<file path="src/rtl/cook_timer_pkg.sv">
// Shared definitions for the microwave cook timer: state encoding, limits and
// the seconds-to-MM:SS conversion used by the display path.
package cook_timer_pkg;

  localparam int unsigned MAX_SEC_DEF = 5999;
  localparam int unsigned SEC_W       = 13;
  localparam int unsigned DISP_W      = 14;

  typedef enum logic [2:0] {
    ST_IDLE  = 3'd0,
    ST_SET   = 3'd1,
    ST_RUN   = 3'd2,
    ST_PAUSE = 3'd3,
    ST_DONE  = 3'd4
  } state_e;

  // mm*100 + ss, so the FND stage can split digits with plain decimal math
  function automatic logic [DISP_W-1:0] sec_to_mmss(input logic [SEC_W-1:0] sec);
    logic [SEC_W-1:0] mm;
    logic [SEC_W-1:0] ss;
    mm = sec / SEC_W'(60);
    ss = sec % SEC_W'(60);
    return DISP_W'(mm) * DISP_W'(100) + DISP_W'(ss);
  endfunction

endpackage

</file>
<file path="src/rtl/sec_tick_gen.sv">
// Free-running period counter; tick is high for one cycle every PERIOD enabled cycles.
module sec_tick_gen #(
  parameter int unsigned PERIOD = 100_000_000
) (
  input  logic clk,
  input  logic reset,
  input  logic clr,
  input  logic en,
  output logic tick
);

  localparam int unsigned CW = (PERIOD > 1) ? $clog2(PERIOD) : 1;

  logic [CW-1:0] r_cnt;
  logic          w_wrap;

  assign w_wrap = (r_cnt == CW'(PERIOD - 1));
  assign tick   = en && w_wrap;

  always_ff @(posedge clk or negedge reset) begin
    if (!reset) begin
      r_cnt <= '0;
    end else if (clr) begin
      r_cnt <= '0;
    end else if (en) begin
      r_cnt <= w_wrap ? '0 : r_cnt + CW'(1);
    end
  end

endmodule

</file>
<file path="src/rtl/cook_timer.sv">
// Microwave cook-time FSM and countdown feeding the FND controller.
// Optional display blink in PAUSE/DONE is built when COOK_TIMER_BLINK_EN is defined.
module cook_timer
  import cook_timer_pkg::*;
#(
  parameter int unsigned CLK_HZ    = 100_000_000,
  parameter int unsigned MAX_SEC   = MAX_SEC_DEF,
  parameter int unsigned ADD_SMALL = 30,
  parameter int unsigned ADD_BIG   = 60,
  parameter int unsigned DONE_SEC  = 3
) (
  input  logic              clk,
  input  logic              reset,
  input  logic              btn_add_s,
  input  logic              btn_add_b,
  input  logic              btn_start,
  input  logic              btn_stop,
  input  logic              door_open,
  output logic [DISP_W-1:0] disp_data,
  output logic              idle_animation,
  output logic              running,
  output logic              buzzer_en,
  output logic              done_pulse,
  output logic              disp_blank
);

  localparam int unsigned DCW = (DONE_SEC > 1) ? $clog2(DONE_SEC) : 1;

  state_e            r_state, w_state_nxt;
  logic [SEC_W-1:0]  r_remain, w_remain_nxt;
  logic [DCW-1:0]    r_done_cnt, w_done_cnt_nxt;
  logic [DISP_W-1:0] r_disp;
  logic              r_idle, r_run, r_buzz, r_pulse, w_pulse_nxt;
  logic              w_tick, w_tick_en, w_tick_clr;
  logic              w_start, w_add_b, w_add_s, w_has_add;
  logic [SEC_W-1:0]  w_add_val, w_acc;
  logic [SEC_W:0]    w_sum;

  // One button acts per cycle: stop > start > add_b > add_s
  assign w_start   = btn_start && !btn_stop;
  assign w_add_b   = btn_add_b && !btn_start && !btn_stop;
  assign w_add_s   = btn_add_s && !btn_add_b && !btn_start && !btn_stop;
  assign w_has_add = w_add_b || w_add_s;
  assign w_add_val = w_add_b ? SEC_W'(ADD_BIG) : (w_add_s ? SEC_W'(ADD_SMALL) : '0);

  assign w_sum = {1'b0, r_remain} - (SEC_W+1)'(w_tick && (r_state == ST_RUN))
               + (SEC_W+1)'(w_add_val);
  assign w_acc = (w_sum > (SEC_W+1)'(MAX_SEC)) ? SEC_W'(MAX_SEC) : w_sum[SEC_W-1:0];

  // Counter restarts on every entry to RUN/DONE and stays at zero elsewhere
  assign w_tick_en  = (r_state == ST_RUN) || (r_state == ST_DONE);
  assign w_tick_clr = (w_state_nxt != r_state) ||
                      !((w_state_nxt == ST_RUN) || (w_state_nxt == ST_DONE));

  sec_tick_gen #(.PERIOD(CLK_HZ)) u_sec_tick (
    .clk   (clk),
    .reset (reset),
    .clr   (w_tick_clr),
    .en    (w_tick_en),
    .tick  (w_tick)
  );

  always_comb begin
    w_state_nxt    = r_state;
    w_remain_nxt   = r_remain;
    w_done_cnt_nxt = r_done_cnt;
    w_pulse_nxt    = 1'b0;
    case (r_state)
      ST_IDLE: begin
        w_remain_nxt = '0;
        if (w_start && !door_open) begin
          w_state_nxt  = ST_RUN;
          w_remain_nxt = SEC_W'(ADD_SMALL);
        end else if (w_has_add) begin
          w_state_nxt  = ST_SET;
          w_remain_nxt = w_add_val;
        end
      end
      ST_SET, ST_PAUSE: begin
        if (btn_stop) begin
          w_state_nxt  = ST_IDLE;
          w_remain_nxt = '0;
        end else if (w_start && !door_open) begin
          w_state_nxt = ST_RUN;
        end else if (w_has_add) begin
          w_remain_nxt = w_acc;
        end
      end
      ST_RUN: begin
        w_remain_nxt = w_acc;
        if (w_acc == '0) begin
          w_state_nxt    = ST_DONE;
          w_done_cnt_nxt = '0;
          w_pulse_nxt    = 1'b1;
        end else if (door_open || btn_stop) begin
          w_state_nxt = ST_PAUSE;
        end
      end
      ST_DONE: begin
        if (btn_stop || w_start) begin
          w_state_nxt = ST_IDLE;
        end else if (w_has_add) begin
          w_state_nxt  = ST_SET;
          w_remain_nxt = w_add_val;
        end else if (w_tick) begin
          if (r_done_cnt == DCW'(DONE_SEC - 1)) begin
            w_state_nxt = ST_IDLE;
          end else begin
            w_done_cnt_nxt = r_done_cnt + DCW'(1);
          end
        end
      end
      default: begin
        w_state_nxt  = ST_IDLE;
        w_remain_nxt = '0;
      end
    endcase
  end

  // Mode flags are registered from next state so they track r_state exactly
  always_ff @(posedge clk or negedge reset) begin
    if (!reset) begin
      r_state    <= ST_IDLE;
      r_remain   <= '0;
      r_done_cnt <= '0;
      r_disp     <= '0;
      r_idle     <= 1'b1;
      r_run      <= 1'b0;
      r_buzz     <= 1'b0;
      r_pulse    <= 1'b0;
    end else begin
      r_state    <= w_state_nxt;
      r_remain   <= w_remain_nxt;
      r_done_cnt <= w_done_cnt_nxt;
      r_disp     <= sec_to_mmss(r_remain);
      r_idle     <= (w_state_nxt == ST_IDLE);
      r_run      <= (w_state_nxt == ST_RUN);
      r_buzz     <= (w_state_nxt == ST_DONE);
      r_pulse    <= w_pulse_nxt;
    end
  end

  assign disp_data      = r_disp;
  assign idle_animation = r_idle;
  assign running        = r_run;
  assign buzzer_en      = r_buzz;
  assign done_pulse     = r_pulse;

`ifdef COOK_TIMER_BLINK_EN
  logic w_half_tick, w_blink_en, w_blink_on_nxt, w_blink_clr;
  logic r_blank;

  assign w_blink_en     = (r_state == ST_PAUSE) || (r_state == ST_DONE);
  assign w_blink_on_nxt = (w_state_nxt == ST_PAUSE) || (w_state_nxt == ST_DONE);
  assign w_blink_clr    = (w_state_nxt != r_state) || !w_blink_on_nxt;

  sec_tick_gen #(.PERIOD(CLK_HZ / 2)) u_half_tick (
    .clk   (clk),
    .reset (reset),
    .clr   (w_blink_clr),
    .en    (w_blink_en),
    .tick  (w_half_tick)
  );

  // Blank starts high on entry and flips every half second
  always_ff @(posedge clk or negedge reset) begin
    if (!reset) begin
      r_blank <= 1'b0;
    end else if (!w_blink_on_nxt) begin
      r_blank <= 1'b0;
    end else if (w_state_nxt != r_state) begin
      r_blank <= 1'b1;
    end else if (w_half_tick) begin
      r_blank <= ~r_blank;
    end
  end

  assign disp_blank = r_blank;
`else
  assign disp_blank = 1'b0;
`endif

endmodule

</file>
<file path="config.mk">
export PLATFORM = sky130hd
export DESIGN_NAME = cook_timer
export DESIGN_NICKNAME = d
export VERILOG_FILES = /design/src/rtl/cook_timer_pkg.sv /design/src/rtl/sec_tick_gen.sv /design/src/rtl/cook_timer.sv
export SDC_FILE = /design/constraint.sdc
export NUM_CORES = 1
export LEC_CHECK = 0
export ABC_AREA = 1
export ABC_CLOCK_PERIOD_IN_PS = 7100
export CAP_MARGIN = 20
export CORE_MARGIN = 2
export CORE_UTILIZATION = 25
export DETAILED_ROUTE_END_ITERATION = 16
export HOLD_SLACK_MARGIN = 0.12
export SYNTH_ARGS = -nofsm -noshare
export SYNTH_HDL_FRONTEND = slang
export SYNTH_SLANG_ARGS = --single-unit
export TNS_END_PERCENT = 30
</file>
<file path="constraint.sdc">
create_clock -name clk -period 7.1 [get_ports clk]
set_input_delay 1.42 -clock clk [delete_from_list [all_inputs] [get_ports clk]]
set_output_delay 1.42 -clock clk [all_outputs]
set_load 0.05 [all_outputs]
</file>
==> out/results.tsv <==
stage	metric	value	unit
global_route	GRT busiest layer	met2	
die	Die Y	157	microns
global_route	number of global-route vias before repair	4757	
global_route	Tot GR Track Use	0.102	
yosys	Avg Inst Size Synth	7.45	sq um
clock_network	clk buf depth	2	
clock_network	Post-CTS Hold Buffers	0	
route	drt drc	0	
clock_network	CTS tree	built	
yosys	main combinational cell family by area after synthesis	simple AND/OR/NAND/NOR gates	
yosys	Compound-Gate Fraction of Synth Area	0.101	
yosys	Synth cell types	51	
yosys	cell accounting for the most synthesized area	dfrtp_1	
placement	RePlAce Congestion	0.838	
yosys	Post-synth EDFFs	0	
timing	Final Hold Fails	0	
yosys	top cells by area, synth	dfrtp_1, ha_1, nand2_1, inv_1, xor2_1	
timing	skew final	0.00887	ns
route	drt via density	4.31	
timing	highest clock rate	0.151	GHz
timing	Final setup viols	0	
yosys	Yosys reg bits	63	
yosys	ys async rst share	1.00	
clock_network	CTS buffer count	9	
timing	final slew viol count	0	
route	DR WL/cell	10.7	microns
yosys	Seq/Total Area, Yosys	0.268	
setup_path	CP Capture Type	register	
setup_path	Largest delay share family, worst path	simple AND/OR/NAND/NOR gates	
placement	post-DP HPWL	9730	microns
die	Ports	26	
clock_network	CTS sink cnt	63	
route	initial DRC count	217	
placement	placed cell areas	6590	sq um
yosys	cell count after synthesis	790	
setup_path	Top cell by count, worst path	nand2_1	
clock_network	H-Tree Level Count	3	
timing	Tcrit/Tclk final	0.935	
setup_path	Worst setup SP type	register	
clock_network	clk root buf	clkbuf_16	
route	vias	5030	
yosys	top-count cell post-synth	nand2_1	
yosys	mapped cell area	5890	sq um
setup_path	Worst path slowest cell	fa_1	
die	row count	56	
yosys	post-synthesis mux area share	0	
yosys	Post-Synth Simple-Gate Area	0.304	
worst_hold_path	HP Class	reg -> reg	
setup_path	Critical Path RT	7.36	ns
yosys	synth cell count leaders	nand2_1, inv_1, nor2_1	
die	initial cell density of the core	0.253	
layout	NumNets Final	920	
route	drt pass-1 iters	4	
yosys	warnings from Yosys	0	
die	Die Area	24800	sq um
route	Final ANT Viol Nets	0	
global_route	initial antenna violation count	0	
yosys	Top FF cell, synth	dfrtp_1	
setup_path	Critical path buffers and inverters	9	
timing	setup_tns	0	ns
layout	area delta synth->final	21.1	%
placement	port bufs	24	
setup_path	CP Class	reg -> reg	
yosys	post-synthesis xor/xnor area fraction	0.0759	
flow_run	Max Cap Viol	0	
global_route	first-pass GRT wire length	20700	microns
layout	fin area	7130	sq um
layout	share of cells above drive strength 1	0.165	
clock_network	Clk pin slew, worst setup/hold paths	0.06	ns
clock_network	latest clock arrival within the worst-skew pair	0.34	ns
global_route	grt met1 use	0.128	
setup_path	Arr. time, crit path	6.90	ns
die	Die W	157	microns
timing	min cycle time layout	6.64	ns
layout	antenna cells	0	
route	Post-Route WL	12500	microns
timing	max_slew headroom	0.452	
global_route	grt met2 use	0.179	
run_status	status	finished clean	
yosys	Adder-Cell Fraction of Synth Area	0.153	
global_route	GR Overflow Total	0	
timing	Worst Tran Pin Value	0.821	ns
global_route	met3 Use GR	0.0182	
layout	Fill cells	2507	
die	core area	23300	sq um
global_route	pin count of the biggest net entering global routing	64	
yosys	share of the synthesized area in the top cell type	0.263	
setup_path	CP max stage delay	0.52	ns
setup_path	CP Max Fanout	6	
## final timing paths
kind / from / to / slack, ns / cells past startpoint
max in group asynchronous: reset / r_remain[8]$_DFFE_PN0P_ / 5.26 / 2
min in group asynchronous: reset / u_sec_tick.r_cnt[2]$_DFFE_PN0P_ / 1.27 / 2
setup reg to reg: r_remain[8]$_DFFE_PN0P_ / disp_data[13]$_DFF_PN0_ / 0.46 / 52
setup / recovery: r_remain[8]$_DFFE_PN0P_ / disp_data[13]$_DFF_PN0_ / 0.46 / 52
hold / removal: r_remain[0]$_DFFE_PN0P_ / disp_data[0]$_DFF_PN0_ / 0.38 / 0
hold reg to reg: r_remain[0]$_DFFE_PN0P_ / disp_data[0]$_DFF_PN0_ / 0.38 / 0
## metal layers
layer | vias up | wire [microns]
met5 | - | 0
met4 | 0 | 144
met3 | 11 | 281
met2 | 53 | 5980
met1 | 2311 | 6100
li1 | 2655 | -
## kinds of logic (layout without fill, tap and decap cells)
logic type | after synthesis | after routing
simple gates | 360 | 360
buf+inv | 150 | 206
compound gates | 96 | 96
fa+ha+maj | 69 | 69
flops | 63 | 63
xor+xnor | 51 | 51
other cells | 1 | 4
## state kept, by name (all words and copies together), names as in the netlist
register and flops:
u_sec_tick.r_cnt 27, disp_data 14, r_remain 13, r_state 3, r_done_cnt 2, buzzer_en 1, done_pulse 1, idle_animation 1
running 1
## cell type report
type	count	area, sq um	share of cell area
tap	319	399	0.0560
sequential	63	1580	0.222
multi-input combinational	580	3890	0.546
timing repair buffer	45	405	0.0568
inverter	145	552	0.0774
clock inverter	7	73.8	0.0104
clock buffer	9	225	0.0316
## what timing repair did
item / CTS / global route
setup buffers: 0 / 12
gates resized for setup: 0 / 38
setup endpoints to repair: 0 / 31
## placed cells by master (no fill, tap or decap), types with 4 or more instances in the layout
cell type        instances
buf_4                   20
nand3_1                 35
nor2_2                   4
nor2_4                   9
conb_1                   4
nor4_1                   6
o21ai_1                  8
a21oi_1                 21
o21ai_2                  4
a21oi_2                  4
xor2_1                  37
clkdlybuf4s50_1         23
clkbuf_16                9
nand4_1                 13
o22ai_1                  5
xnor2_1                 14
inv_1                  128
fa_1                     5
nand2_2                 27
ha_1                    62
nand2_1                135
inv_2                   13
nor2_1                  73
nand3_4                  7
nand2_4                  9
nor3_1                  30
dfrtp_1                 59
o21ai_0                 32
## through the flow
step	hold WS, ns	worst slack [ns]	std cells	util
3_3_place_gp	0.368	0.209	1140	0.283
2_1_floorplan	0.354	0.670	793	-
3_5_place_dp	0.364	0.109	1140	0.283
4_1_cts	0.382	0.0400	1156	0.296
5_1_grt	0.398	-0.0540	1168	0.307
6_report	0.381	0.462	1168	0.307
Power is not shown: default switching activity piles up to over one toggle a cycle in this logic, so the estimate is an artifact.
